--- src/rtl/jstk_poll_ctrl.sv ---
// jstk_poll_ctrl: polling sequencer for the PMOD joystick SPI master.
// Periodically triggers a 40-bit transfer carrying the LED command, then
// decodes the returned bytes into X/Y position and button samples.
module jstk_poll_ctrl #(
  parameter int POLL_CYCLES    = 500000,
  parameter int TIMEOUT_CYCLES = 8192
) (
  input  logic        clk,
  input  logic        rst,
  input  logic        enable,
  input  logic [1:0]  leds,
  input  logic        spi_cs,
  input  logic [39:0] spi_in_bytes,
  output logic        spi_trigger,
  output logic [39:0] spi_out_bytes,
  output logic [9:0]  x_pos,
  output logic [9:0]  y_pos,
  output logic [2:0]  buttons,
  output logic        sample_valid,
  output logic        timeout_err
);

  typedef enum logic [2:0] {
    S_IDLE,
    S_WAIT,
    S_START,
    S_BUSY,
    S_CAPTURE
  } state_t;

  // The period counter is zeroed on START entry; leaving WAIT two counts
  // early lets the IDLE->START hop land exactly POLL_CYCLES after the last start.
  localparam logic [31:0] POLL_LAST = 32'(POLL_CYCLES - 2);
  localparam logic [31:0] TMO_LAST  = 32'(TIMEOUT_CYCLES - 1);

  state_t      r_state;
  logic [31:0] r_period_cnt;
  logic [31:0] r_tmo_cnt;
  logic        r_trigger;
  logic [39:0] r_out_bytes;
  logic [9:0]  r_x_pos;
  logic [9:0]  r_y_pos;
  logic [2:0]  r_buttons;
  logic        r_sample_valid;
  logic        r_timeout_err;

  logic        w_tmo_hit;
  logic        w_period_done;
  logic        w_unused;

  assign w_tmo_hit     = (r_tmo_cnt >= TMO_LAST);
  assign w_period_done = (r_period_cnt >= POLL_LAST);

  // Bits of the received word that carry no position or button information.
  assign w_unused = ^{spi_in_bytes[31:26], spi_in_bytes[15:10], spi_in_bytes[7:3]};

  // Poll sequencer: state, counters and all registered outputs.
  always_ff @(posedge clk) begin
    if (rst) begin
      r_state        <= S_IDLE;
      r_period_cnt   <= '0;
      r_tmo_cnt      <= '0;
      r_trigger      <= 1'b0;
      r_out_bytes    <= '0;
      r_x_pos        <= '0;
      r_y_pos        <= '0;
      r_buttons      <= '0;
      r_sample_valid <= 1'b0;
      r_timeout_err  <= 1'b0;
    end else begin
      r_sample_valid <= 1'b0;
      if (r_state != S_IDLE) begin
        r_period_cnt <= r_period_cnt + 32'd1;
      end
      case (r_state)
        S_IDLE: begin
          // Only start when the master is idle, so a frame still running
          // after a reset is never overlapped.
          if (enable && spi_cs) begin
            r_state      <= S_START;
            r_trigger    <= 1'b1;
            r_out_bytes  <= {6'b100000, leds, 32'h0};
            r_period_cnt <= '0;
            r_tmo_cnt    <= '0;
          end
        end
        S_START: begin
          if (!spi_cs) begin
            r_trigger <= 1'b0;
            r_tmo_cnt <= r_tmo_cnt + 32'd1;
            r_state   <= S_BUSY;
          end else if (w_tmo_hit) begin
            r_trigger     <= 1'b0;
            r_timeout_err <= 1'b1;
            r_state       <= S_WAIT;
          end else begin
            r_tmo_cnt <= r_tmo_cnt + 32'd1;
          end
        end
        S_BUSY: begin
          if (spi_cs) begin
            r_state <= S_CAPTURE;
          end else if (w_tmo_hit) begin
            r_timeout_err <= 1'b1;
            r_state       <= S_WAIT;
          end else begin
            r_tmo_cnt <= r_tmo_cnt + 32'd1;
          end
        end
        S_CAPTURE: begin
          r_x_pos        <= {spi_in_bytes[25:24], spi_in_bytes[39:32]};
          r_y_pos        <= {spi_in_bytes[9:8], spi_in_bytes[23:16]};
          r_buttons      <= spi_in_bytes[2:0];
          r_sample_valid <= 1'b1;
          r_state        <= S_WAIT;
        end
        S_WAIT: begin
          if (!enable || w_period_done) begin
            r_state <= S_IDLE;
          end
        end
        default: begin
          r_state   <= S_IDLE;
          r_trigger <= 1'b0;
        end
      endcase
    end
  end

  assign spi_trigger   = r_trigger;
  assign spi_out_bytes = r_out_bytes;
  assign x_pos         = r_x_pos;
  assign y_pos         = r_y_pos;
  assign buttons       = r_buttons;
  assign sample_valid  = r_sample_valid;
  assign timeout_err   = r_timeout_err;

endmodule

--- config.mk ---
export PLATFORM = sky130hd
export DESIGN_NAME = jstk_poll_ctrl
export DESIGN_NICKNAME = d
export VERILOG_FILES = /design/src/rtl/jstk_poll_ctrl.sv
export SDC_FILE = /design/constraint.sdc
export NUM_CORES = 1
export LEC_CHECK = 0
export CORE_MARGIN = 2
export CORE_UTILIZATION = 50
export CTS_CLUSTER_DIAMETER = 30
export DETAILED_ROUTE_END_ITERATION = 7
export HOLD_SLACK_MARGIN = 0.05
export PLACE_DENSITY = 0.87
export SYNTH_ARGS = -nofsm -noshare
export SYNTH_HDL_FRONTEND = slang
export SYNTH_SLANG_ARGS = --single-unit
--- constraint.sdc ---
create_clock -name clk -period 2.5 [get_ports clk]
set_input_delay 0.375 -clock clk [delete_from_list [all_inputs] [get_ports clk]]
set_output_delay 0.375 -clock clk [all_outputs]
set_load 0.005 [all_outputs]
Word-level counts from Yosys, hierarchy flattened
Cells that the tools add are included.
{"block": "op_classes", "addsub": 2, "order_cmp": 2, "n_eq_ne": 9, "mux": 23, "n_bitwise": 1, "n_reduce_logical": 13}
{"cell": "32-bit 2-to-1 mux", "n": 7}
{"cell": "32-bit case mux with 3 select lines", "n": 1}
{"cell": "32-bit by 1-bit adder with 32-bit output, second input constant", "n": 2}
{"cell": "32-bit by 13-bit >= comparator with 1-bit output, second input constant", "n": 1}
{"cell": "32-bit by 19-bit >= comparator with 1-bit output, second input constant", "n": 1}
{"cell": "3-bit 2-to-1 mux", "n": 5}
{"cell": "3-bit case mux with 5 select lines", "n": 1}
{"cell": "3-bit AND reduction", "n": 3}
{"cell": "2-bit inequality test, second input constant", "n": 4}
{"cell": "1-bit 2-to-1 mux", "n": 7}
{"cell": "3-bit by 2-bit == test with 1-bit output, second input constant", "n": 2}
{"cell": "3-bit nonzero test", "n": 2}
{"cell": "2-bit AND reduction", "n": 2}
{"cell": "3-bit by 1-bit == test with 1-bit output, second input constant", "n": 1}
{"cell": "3-bit == test, second input constant", "n": 1}
{"cell": "3-bit logical NOT", "n": 1}
{"cell": "3-bit inequality test, second input constant", "n": 1}
{"cell": "1-bit case mux with 3 select lines", "n": 1}
{"cell": "3-bit OR reduction", "n": 1}
{"cell": "1-bit case mux with 2 select lines", "n": 1}
{"cell": "2-bit nonzero test", "n": 1}
{"cell": "1-bit logical AND", "n": 1}
{"cell": "1-bit logical NOT", "n": 1}
{"cell": "1-bit logical OR", "n": 1}
{"cell": "1-bit inverter", "n": 1}
{"block": "totals", "register_bits": 96, "in_bits": 46}

Logic depth before layout (Yosys ltp)
Gate-level depths: netlist (run 1).
{"block": "depth", "ltp_word": 4, "mapped_depth": 9, "mapped_depth_nobuf": 8}

Least setup slack after synthesis (run 1)
OpenSTA, ideal clock, no wires.
{"block": "synth_path", "path_kind": "reg2reg", "start": "register r_tmo_cnt[0]", "end": "register r_tmo_cnt[11]", "setup_time_ns": 0.123, "arrival_time_ns": 1.982, "required_time_ns": 2.377, "setup_slack_ns": 0.396, "path_stages_with_launch": 10, "path_buffers": 2, "synth_period_minus_slack_ns": 2.104, "path_cell_list": "dfxtp_1 -> ha_1 -> nand4_1 -> nor4_1 -> and4bb_1 -> buf_6 -> or2_2 -> clkbuf_1 -> a41oi_1 -> nor3_1"}
{"block": "synth_between", "elab_chain_cells": 4, "elab_cells_between_ends": 6, "cone_classes": "1 x add/sub; 1 x order compare; 4 x mux"}
{"item": "start: declaration", "line_no": "38", "source": "logic [31:0] r_tmo_cnt;"}
{"item": "start signal: assignment", "line_no": "90", "source": "r_tmo_cnt <= r_tmo_cnt + 32'd1;"}
{"item": "start signal: assignment", "line_no": "97", "source": "r_tmo_cnt <= r_tmo_cnt + 32'd1;"}
{"item": "start signal: assignment", "line_no": "107", "source": "r_tmo_cnt <= r_tmo_cnt + 32'd1;"}
{"item": "32-bit by 1-bit adder with 32-bit output or 32-bit by 13-bit >= comparator with 1-bit output (tied branches)"}
{"item": "32-bit 2-to-1 mux", "line_no": "92, 103"}
{"item": "32-bit 2-to-1 mux (on tied branches)", "line_no": "101, 88"}
{"item": "32-bit case mux with 3 select lines (*)", "line_no": "75", "source": "case (r_state)"}
Mark *: on every way between the ends. The rest lies on a longest branch, timed or not. The select of a mux whose other input is x is not followed.
A chain may end at the register's enable or synchronous reset.

Final worst setup path (run 1)
{"block": "layout_path", "start": "register r_tmo_cnt[28]", "end": "register r_tmo_cnt[10]"}
{"block": "layout_between", "elab_chain_cells": 4, "elab_cells_between_ends": 5, "cone_classes": "1 x order compare; 4 x mux"}
{"item": "32-bit by 13-bit >= comparator with 1-bit output (*)", "line_no": "51", "source": "assign w_tmo_hit = (r_tmo_cnt >= TMO_LAST);"}
{"item": "32-bit 2-to-1 mux (*)"}
{"item": "32-bit 2-to-1 mux (on tied branches)"}
{"item": "32-bit case mux with 3 select lines (*)"}
Marks and branches as above.

==> results of run 1 <==
logic make-up (layout without fill, tap and decap cells):
group | Yosys count | count (layout) | share of synthesized area (%)
multiplexers | 4 | 4 | 0.967
AO/OA/AOI/OAI | 120 | 120 | 16.2
AND/OR/NAND/NOR | 257 | 257 | 26.7
buffers and inverters | 74 | 96 | 10.2
adder cells (fa/ha/maj) | 3 | 3 | 0.806
other | 1 | 37 | 0.0805
flip-flops | 96 | 96 | 41.3
XOR/XNOR | 20 | 20 | 3.76
cell usage in the layout, fill, tap and decap left out, drive strengths merged, types with 8 or more instances in the layout:
master / synthesis / routed
clkdlybuf4s50: 0 / 56
dfxtp: 96 / 96
conb: 1 / 37
nor4: 13 / 13
nor2: 53 / 53
or3: 16 / 16
o21ai: 15 / 15
buf: 42 / 16
clkbuf: 24 / 12
o211ai: 14 / 14
nand3: 28 / 28
inv: 8 / 8
and3: 11 / 11
xor2: 15 / 15
nor3: 9 / 9
nand4: 9 / 9
nand2: 92 / 92
a21oi: 57 / 57
where the power goes:
group,leakage [nW],total (mW),internal (mW),switching (mW)
Combinational,0.976,0.200,0.0880,0.112
Clock,0.0928,1.02,0.493,0.525
Sequential,0.774,1.56,1.54,0.0151
Total,1.84,2.77,2.12,0.652
final cells by class:
cell class              count  share of cell area, %
clock buffers              12                   2.69
clock inverters             4                  0.995
inverters                   8                  0.556
multi-input cells         441                   44.9
flip-flops and latches     96                   35.6
well taps                 111                   2.57
repair buffers             72                   12.8
stage by stage:
stage,worst slack [ns],cell area (um^2),hold slack (ns),utilization (%)
6_report,0.205,5410,0.445,59.1
3_5_place_dp,-0.0901,5180,0.449,56.7
4_1_cts,0.0544,5380,0.437,58.8
2_1_floorplan,0.396,4790,0.450,-
3_3_place_gp,-0.00280,5180,0.441,56.7
5_1_grt,0.0120,5410,0.442,59.1
state kept, by name (all words and copies together) (netlist names):
name and cells:
timeout_err 1, spi_out_bytes 3, y_pos 10, spi_trigger 1
x_pos 10, buttons 3, r_period_cnt 32, sample_valid 1
r_tmo_cnt 32, r_state 3
critical path: cells and delay by family, from the launching register on:
kind            cells  cell delay, ns
flops               1            0.35
simple gates        3            1.53
compound gates      2            0.34
final timing paths:
check                           slack, ns               end
worst max-delay path                 0.20     r_tmo_cnt[10]
worst min-delay path                 0.44  r_period_cnt[20]
worst max register to register       0.20     r_tmo_cnt[10]
worst min register to register       0.46          x_pos[1]
repair_timing:
item / CTS / global route
gates resized for setup: 0 / 3
setup endpoints to repair: 0 / 4
endpoints found under the hold margin: 0 / 0
buffers inserted: 0 / 0
routing by layer:
| layer | share of wire (%) | track usage (%) | routed length, um | vias up |
|---|---|---|---|---|
| met2 | 51 | 36.0 | 5190 | 124 |
| met5 | 0 | 0 | 0 | - |
| li1 | - | - | - | 2077 |
| met1 | 41 | 24.8 | 4170 | 1969 |
| met4 | 1.7 | 8.01 | 174 | 0 |
| met3 | 5.9 | 4.37 | 595 | 16 |
==> flow_summary_export.csv, run 1 <==
group,metric,value,unit
worst_setup_path,reg2reg_depth,5,
floorplan,core-area,9150,um^2
grt,track_usage,20.6,%
place,dpl.hpwl,7.18,mm
floorplan,rows,35,
place,gp_congestion,0.808,
timing,tightest_slew,0.767,ns
pwr,powerDensity,513,nW/um^2
worst_setup_path,slowest_stage,"or4_1",
clocking,cts_hold_buf,0,
finish,fill_cells,791,
grt,first_global_vias,3872,
floorplan,dieArea,10100,um^2
min_path,holdCritStartpoint,"rst",
timing,hold_viol_final,0,
min_path,hold_class,"in -> reg",
worst_setup_path,cp.arrival,2.58,ns
yosys,async_reset_ff_share,0,%
route,wire_per_inst,13.6,um
grt,grt_overflow,0,
worst_setup_path,crit_path_max_incr_delay,0.58,ns
place,dp.cells,728,
yosys,synth_top_area_share,41.3,%
clocking,cts_root_buffer,"clkbuf_8",
route,postRouteAntennaNets,0,
yosys,syn_area,4660,um^2
timing,slew_viol_final,0,
worst_setup_path,critPathLaunch,"r_tmo_cnt[28]",
timing,finClkSkew,0.0103,ns
finish,diodes,0,
yosys,ys_warn_count,0,
clocking,clk_path_buf_depth,2,
route,wl,10.1,mm
run_status,status,"finished, final reports clean",
min_path,hold_depth,2,
flow_run,cap_viol_max_count,0,
timing,relSlewSlack,48.8,%
pwr,power,2.77,mW
worst_setup_path,path_class,"reg -> reg",
route,viasPerCell,5.63,
yosys,ys.flop_type,"dfxtp_1",
finish,stdcell_count,744,
timing,layout_min_cycle_time,2.30,ns
finish,syn_to_final_growth,16.0,%
clocking,h-tree-depth,3,
timing,tns,0,ns
yosys,synth_common_cells,"96 x dfxtp_1, 91 x nand2_1, 57 x a21oi_1",
yosys,synth_area_leaders,"dfxtp_1 41%, nand2_1 7.3%, a21oi_1 6.1%",
yosys,synthCells,575,
timing,rsz0062_at_grt,"no",
route,vias,4186,
yosys,netlist-cell-type-count,51,
finish,ff_latch_area,1920,um^2
clocking,clk-insertion-delay-late,0.36,ns
grt,antenna_found_initial,0,
timing,timing.fmax,0.436,GHz
yosys,yosys_register_bits,96,
clocking,cts_tree,"done",
clocking,path_clk_slew,0.09,ns
grt,grt_pass1_wl,17.1,mm
finish,drive_gt1_share,7.90,%
timing,setup_violations,0,
floorplan,start_util,50.9,%
worst_setup_path,start_kind,"register",
clocking,numCtsBuffers,9,
route,drt-initial-drc-count,179,
finish,nets,677,
route,drc,0,
worst_setup_path,reg2reg_from,"r_tmo_cnt[28]",
yosys,synthMostInstantiatedCell,"dfxtp_1",
worst_setup_path,cp_cell_sequence,"or4_1, nor4_2, a21oi_1, or4_1, a21oi_1",
worst_setup_path,endpoint_kind,"register",
finish,multiInputGateArea,2420,um^2
clocking,cts_num_sinks,96,
yosys,synth_top_area_cell,"dfxtp_1",
worst_setup_path,worstPathMaxFanout,4,
floorplan,ios,112,
grt,grt_max_degree,38,
pwr,p_leak,1.84,nW
pwr,ir_worst_vdd,0.000443,V
timing,min_period_over_period,91.8,%
worst_setup_path,critical_path_required,2.79,ns
yosys,syn_avg_cell_area,8.10,um^2
floorplan,dieHeight,101,um
yosys,synth_edf_count,0,
route,first_pass_iters,5,
place,io_buffers,57,
floorplan,fp.dieW,101,um
yosys,synth-seq-area-share,41.3,%
Power figures use the tool's default switching activity.
==> run 2: changes to the inputs <==
--- a/config.mk
+++ b/config.mk
@@ -6,11 +6,12 @@
 export NUM_CORES = 1
 export LEC_CHECK = 0
 export CORE_MARGIN = 2
-export CORE_UTILIZATION = 50
+export CORE_UTILIZATION = 52
 export CTS_CLUSTER_DIAMETER = 30
 export DETAILED_ROUTE_END_ITERATION = 7
+export DONT_BUFFER_PORTS = 1
 export HOLD_SLACK_MARGIN = 0.05
-export PLACE_DENSITY = 0.87
+export PLACE_DENSITY = 0.74
 export SYNTH_ARGS = -nofsm -noshare
 export SYNTH_HDL_FRONTEND = slang
 export SYNTH_SLANG_ARGS = --single-unit
==> flow_summary_export.csv, run 2 (same netlist as run 1, synthesis figures left out) <==
group,metric,value,unit
floorplan,dieArea,9730,um^2
finish,largestRegisters,"r_period_cnt: 32 flops, r_tmo_cnt: 32 flops",
timing,hold_slack,0.0724,ns
place,dpl.hpwl,6.46,mm
worst_setup_path,crit_path_max_incr_delay,0.38,ns
floorplan,fp.dieW,98.6,um
timing,relSlewSlack,48.8,%
timing,tightest_slew,0.768,ns
pwr,ir_worst_vdd,0.000403,V
worst_setup_path,endpoint_kind,"register",
worst_setup_path,path_class,"reg -> reg",
grt,grt_max_degree,50,
timing,layout_min_cycle_time,2.29,ns
finish,utilization,55.2,%
timing,timing.fmax,0.437,GHz
worst_setup_path,path_buf_inv,1,
finish,nets,621,
route,viasPerCell,5.69,
clocking,h-tree-depth,3,
floorplan,core-area,8720,um^2
run_status,status,"finished, final reports clean",
worst_setup_path,cp_cell_sequence,"ha_1, nand4_1, nor4_2, and4bb_1, buf_4, or2_2, a41oi_1, nor3_1",
timing,tns,0,ns
finish,multiInputGateArea,2410,um^2
clocking,clk-insertion-delay-late,0.37,ns
timing,hold_viol_final,0,
place,io_buffers,0,
worst_setup_path,critPathLaunch,"r_tmo_cnt[1]",
clocking,cts_root_buffer,"clkbuf_8",
timing,min_period_over_period,91.4,%
grt,grt_overflow,0,
finish,syn_to_final_growth,3.28,%
grt,antenna_found_initial,0,
route,drc,0,
clocking,path_clk_slew,0.09,ns
worst_setup_path,start_kind,"register",
finish,diodes,0,
finish,fill_cells,819,
floorplan,ios,112,
finish,ff_latch_area,1920,um^2
place,gp_congestion,0.836,
finish,final_cell_mix,"96 x dfxtp_1, 91 x nand2_1, 57 x a21oi_1",
flow_run,cap_viol_max_count,0,
route,wl,9.53,mm
clocking,cts_num_sinks,96,
route,first_pass_iters,4,
timing,finClkSkew,0.00961,ns
route,wire_per_inst,13.9,um
finish,final_common_cell,"dfxtp_1",
timing,slew_viol_final,0,
grt,grt_pass1_wl,16.0,mm
route,postRouteAntennaNets,0,
worst_setup_path,slowest_stage,"dfxtp_1",
route,vias,3900,
pwr,powerDensity,551,nW/um^2
floorplan,dieHeight,98.6,um
route,drt-initial-drc-count,213,
clocking,cts_tree,"done",
worst_setup_path,worstPathMaxFanout,8,
clocking,numCtsBuffers,9,
pwr,p_leak,1.61,nW
grt,track_usage,19.6,%
clocking,clk_path_buf_depth,2,
worst_setup_path,reg2reg_from,"r_tmo_cnt[1]",
min_path,hold_class,"in -> reg",
worst_setup_path,cp.arrival,2.51,ns
timing,setup_violations,0,
finish,drive_gt1_share,8.32,%
worst_setup_path,critical_path_required,2.72,ns
floorplan,start_util,53.4,%
min_path,holdCritStartpoint,"rst",
floorplan,rows,34,
worst_setup_path,critPathTopFamily,"simple AND/OR/NAND/NOR gates",
grt,first_global_vias,3621,
[run 2: changes by cell type in the layout (fill, tap and decap cells not counted), moves of 2 or more]
| cell | before | now |
|---|---|---|
| clkinv_4 | 1 | 3 |
| clkdlybuf4s50_1 | 56 | 0 |
| dlygate4sd3_1 | 0 | 3 |
| inv_6 | 0 | 2 |
| clkbuf_1 | 2 | 0 |
[run 2: per-stage QoR]
stage                     instances  worst slack [ns]  area (um^2)  total power, mW
after floorplan                 611             0.396         4790             1.75
after global placement          664             0.222         4570             1.71
after detailed placement        664             0.155         4570             1.71
after CTS                       682             0.136         4780             2.68
after global routing            685           -0.0327         4810             2.76
final                           685             0.214         4810             2.65
[run 2: final cells by class]
| type | instances | area share [%] |
|---|---|---|
| clock inverters | 7 | 1.30 |
| inverters | 8 | 0.624 |
| repair buffers | 16 | 2.65 |
| flip-flops and latches | 96 | 39.9 |
| multi-input cells | 441 | 50.1 |
| well taps | 108 | 2.81 |
| clock buffers | 9 | 2.57 |
[run 2: path summary, 6_finish.rpt]
| check | to | cells after the start | slack, ns |
|---|---|---|---|
| setup reg to reg | r_tmo_cnt[13] | 8 | 0.21 |
| setup / recovery | r_tmo_cnt[13] | 8 | 0.21 |
| hold / removal | y_pos[9] | 1 | 0.07 |
| hold reg to reg | y_pos[1] | 2 | 0.48 |
[run 2: power by group]
| part | total, mW | internal, mW | switching [mW] |
|---|---|---|---|
| sequential | 1.56 | 1.54 | 0.0154 |
| combinational | 0.133 | 0.0409 | 0.0918 |
| clock | 0.963 | 0.381 | 0.583 |
[run 2: layer usage]
layer / part of all wire (%) / track usage, % / up-vias / routed length, um
met5: 0 / 0 / - / 0
met4: 0.58 / 4.74 / 0 / 55
met3: 4.4 / 4.82 / 5 / 420
met2: 51 / 34.3 / 80 / 4850
met1: 44 / 24.2 / 1854 / 4200
li1: - / - / 1961 / -
[run 2: timing repair]
action	4_1_cts	5_1_grt
gates resized for setup	0	1
hold endpoints to repair	11	14
buffers inserted	0	2
hold buffers	2	1
endpoints found under the setup margin	0	3
==> run 3: changes to the inputs <==
--- a/config.mk
+++ b/config.mk
@@ -5,6 +5,7 @@
 export SDC_FILE = /design/constraint.sdc
 export NUM_CORES = 1
 export LEC_CHECK = 0
+export CORE_ASPECT_RATIO = 1.4
 export CORE_MARGIN = 2
 export CORE_UTILIZATION = 52
 export CTS_CLUSTER_DIAMETER = 30
==> constraint.sdc (replaced) <==
create_clock -name clk -period 2.4 [get_ports clk]
set_input_delay 0.36 -clock clk [delete_from_list [all_inputs] [get_ports clk]]
set_output_delay 0.36 -clock clk [all_outputs]
set_load 0.005 [all_outputs]
==> flow_summary_export.csv, run 3 (same netlist as run 1, synthesis figures left out) <==
group,metric,value,unit
run_status,status,"finished, final reports clean",
clocking,numCtsBuffers,9,
timing,setup_violations,0,
route,vias,3914,
min_path,hold_class,"in -> reg",
finish,utilization,56.8,%
timing,timing.fmax,0.432,GHz
floorplan,core-area,8660,um^2
grt,grt_max_degree,61,
clocking,h-tree-depth,3,
route,drt-initial-drc-count,176,
route,viasPerCell,5.76,
place,gp_congestion,0.855,
place,dp_slack,0.140,ns
timing,slew_viol_final,0,
timing,hold_slack,0.0750,ns
finish,drive_gt1_share,8.54,%
pwr,powerDensity,661,nW/um^2
timing,relSlewSlack,48.7,%
grt,grt_overflow,0,
timing,hold_viol_final,0,
finish,largestRegisters,"r_period_cnt: 32 flops, r_tmo_cnt: 32 flops",
place,dpl.hpwl,6.59,mm
floorplan,start_util,53.8,%
timing,finClkSkew,0.0102,ns
worst_setup_path,critical_path_required,2.68,ns
timing,min_period_over_period,96.4,%
floorplan,rows,40,
clocking,path_clk_slew,0.07,ns
grt,grt_pass1_wl,15.7,mm
finish,diodes,0,
pwr,power,3.25,mW
timing,setup_ws,0.0861,ns
route,first_pass_iters,4,
floorplan,dieArea,9740,um^2
floorplan,fp.dieW,84.0,um
finish,nets,618,
route,drc,0,
worst_setup_path,slowest_stage,"or4_1",
floorplan,ios,112,
timing,tns,0,ns
worst_setup_path,start_kind,"register",
timing,layout_min_cycle_time,2.31,ns
place,io_buffers,0,
clocking,clk_path_buf_depth,2,
finish,syn_to_final_growth,5.56,%
clocking,cts_num_sinks,96,
flow_run,cap_viol_max_count,0,
worst_setup_path,crit_path_max_incr_delay,0.58,ns
worst_setup_path,cp.arrival,2.59,ns
clocking,cts_root_buffer,"clkbuf_16",
floorplan,dieHeight,116,um
pwr,p_leak,1.67,nW
clocking,cts_tree,"done",
clocking,post-cts-setup-buffers,0,
route,wl,9.39,mm
worst_setup_path,cp_cell_sequence,"or4_1, nor3_1, and4bb_1, o211ai_4, or3_2, a21oi_1",
grt,track_usage,19.4,%
timing,tightest_slew,0.770,ns
worst_setup_path,endpoint_kind,"register",
finish,final_cell_mix,"96 x dfxtp_1, 91 x nand2_1, 57 x a21oi_1",
grt,antenna_found_initial,0,
route,wire_per_inst,13.8,um
pwr,ir_worst_vdd,0.000541,V
worst_setup_path,path_class,"reg -> reg",
finish,final_common_cell,"dfxtp_1",
clocking,clk-insertion-delay-late,0.34,ns
grt,first_global_vias,3664,
route,postRouteAntennaNets,0,
worst_setup_path,worstPathMaxFanout,16,
## run 3: cell count changes in the layout (fill, tap and decap cells not counted)
| cell | before | now |
|---|---|---|
| clkinv_8 | 0 | 1 |
| clkbuf_16 | 0 | 9 |
| nor4_2 | 1 | 2 |
| inv_8 | 1 | 2 |
| clkinv_4 | 3 | 1 |
| dlygate4sd3_1 | 3 | 0 |
| nor4_1 | 12 | 11 |
| bufinv_16 | 0 | 1 |
| clkbuf_8 | 9 | 0 |
| clkinvlp_4 | 1 | 0 |
## run 3: through the flow
stage | instance area, um^2 | std cells
floorplan | 4790 | 611
global placement | 4580 | 663
detailed placement | 4580 | 663
CTS | 4900 | 679
global route | 4920 | 679
finish | 4920 | 679
## run 3: cell type report
class,instances,area [um^2]
clock inverter,7,95.1
sequential,96,1920
timing repair buffer,13,97.6
clock buffer,9,225
inverter,8,30.0
fill,826,3740
tap,105,131
multi-input combinational,441,2420
## run 3: power breakdown
part	switching, mW	total (mW)	internal [mW]
sequential	0.0183	1.62	1.61
combinational	0.0865	0.125	0.0386
clock	0.661	1.50	0.841
## run 3: final timing paths
kind                  from            end  slack (ns)  cells after the start
max          r_tmo_cnt[28]  r_tmo_cnt[31]        0.09                      6
min                    rst       x_pos[4]        0.07                      1
max reg2reg  r_tmo_cnt[28]  r_tmo_cnt[31]        0.09                      6
min reg2reg       x_pos[0]       x_pos[0]        0.47                      2
## run 3: critical path, delay by kind of cell (launching register included)
family             cells  cell delay (ns)
and+or+nand+nor        4             1.58
DFF                    1             0.34
AOI/OAI and AO/OA      2             0.33
## run 3: per-layer routing
metal / vias to the layer above / GRT usage, % / wire [um]
met2: 74 / 34.6 / 4950
met3: 9 / 5.06 / 408
met1: 1877 / 22.1 / 3900
li1: 1954 / - / -
met4: 0 / 7.96 / 132
met5: - / 0 / 0
## run 3: repair_timing
action / in CTS / in global routing
hold buffers: 0 / 0
setup endpoints to repair: 0 / 5
resized for setup: 0 / 2
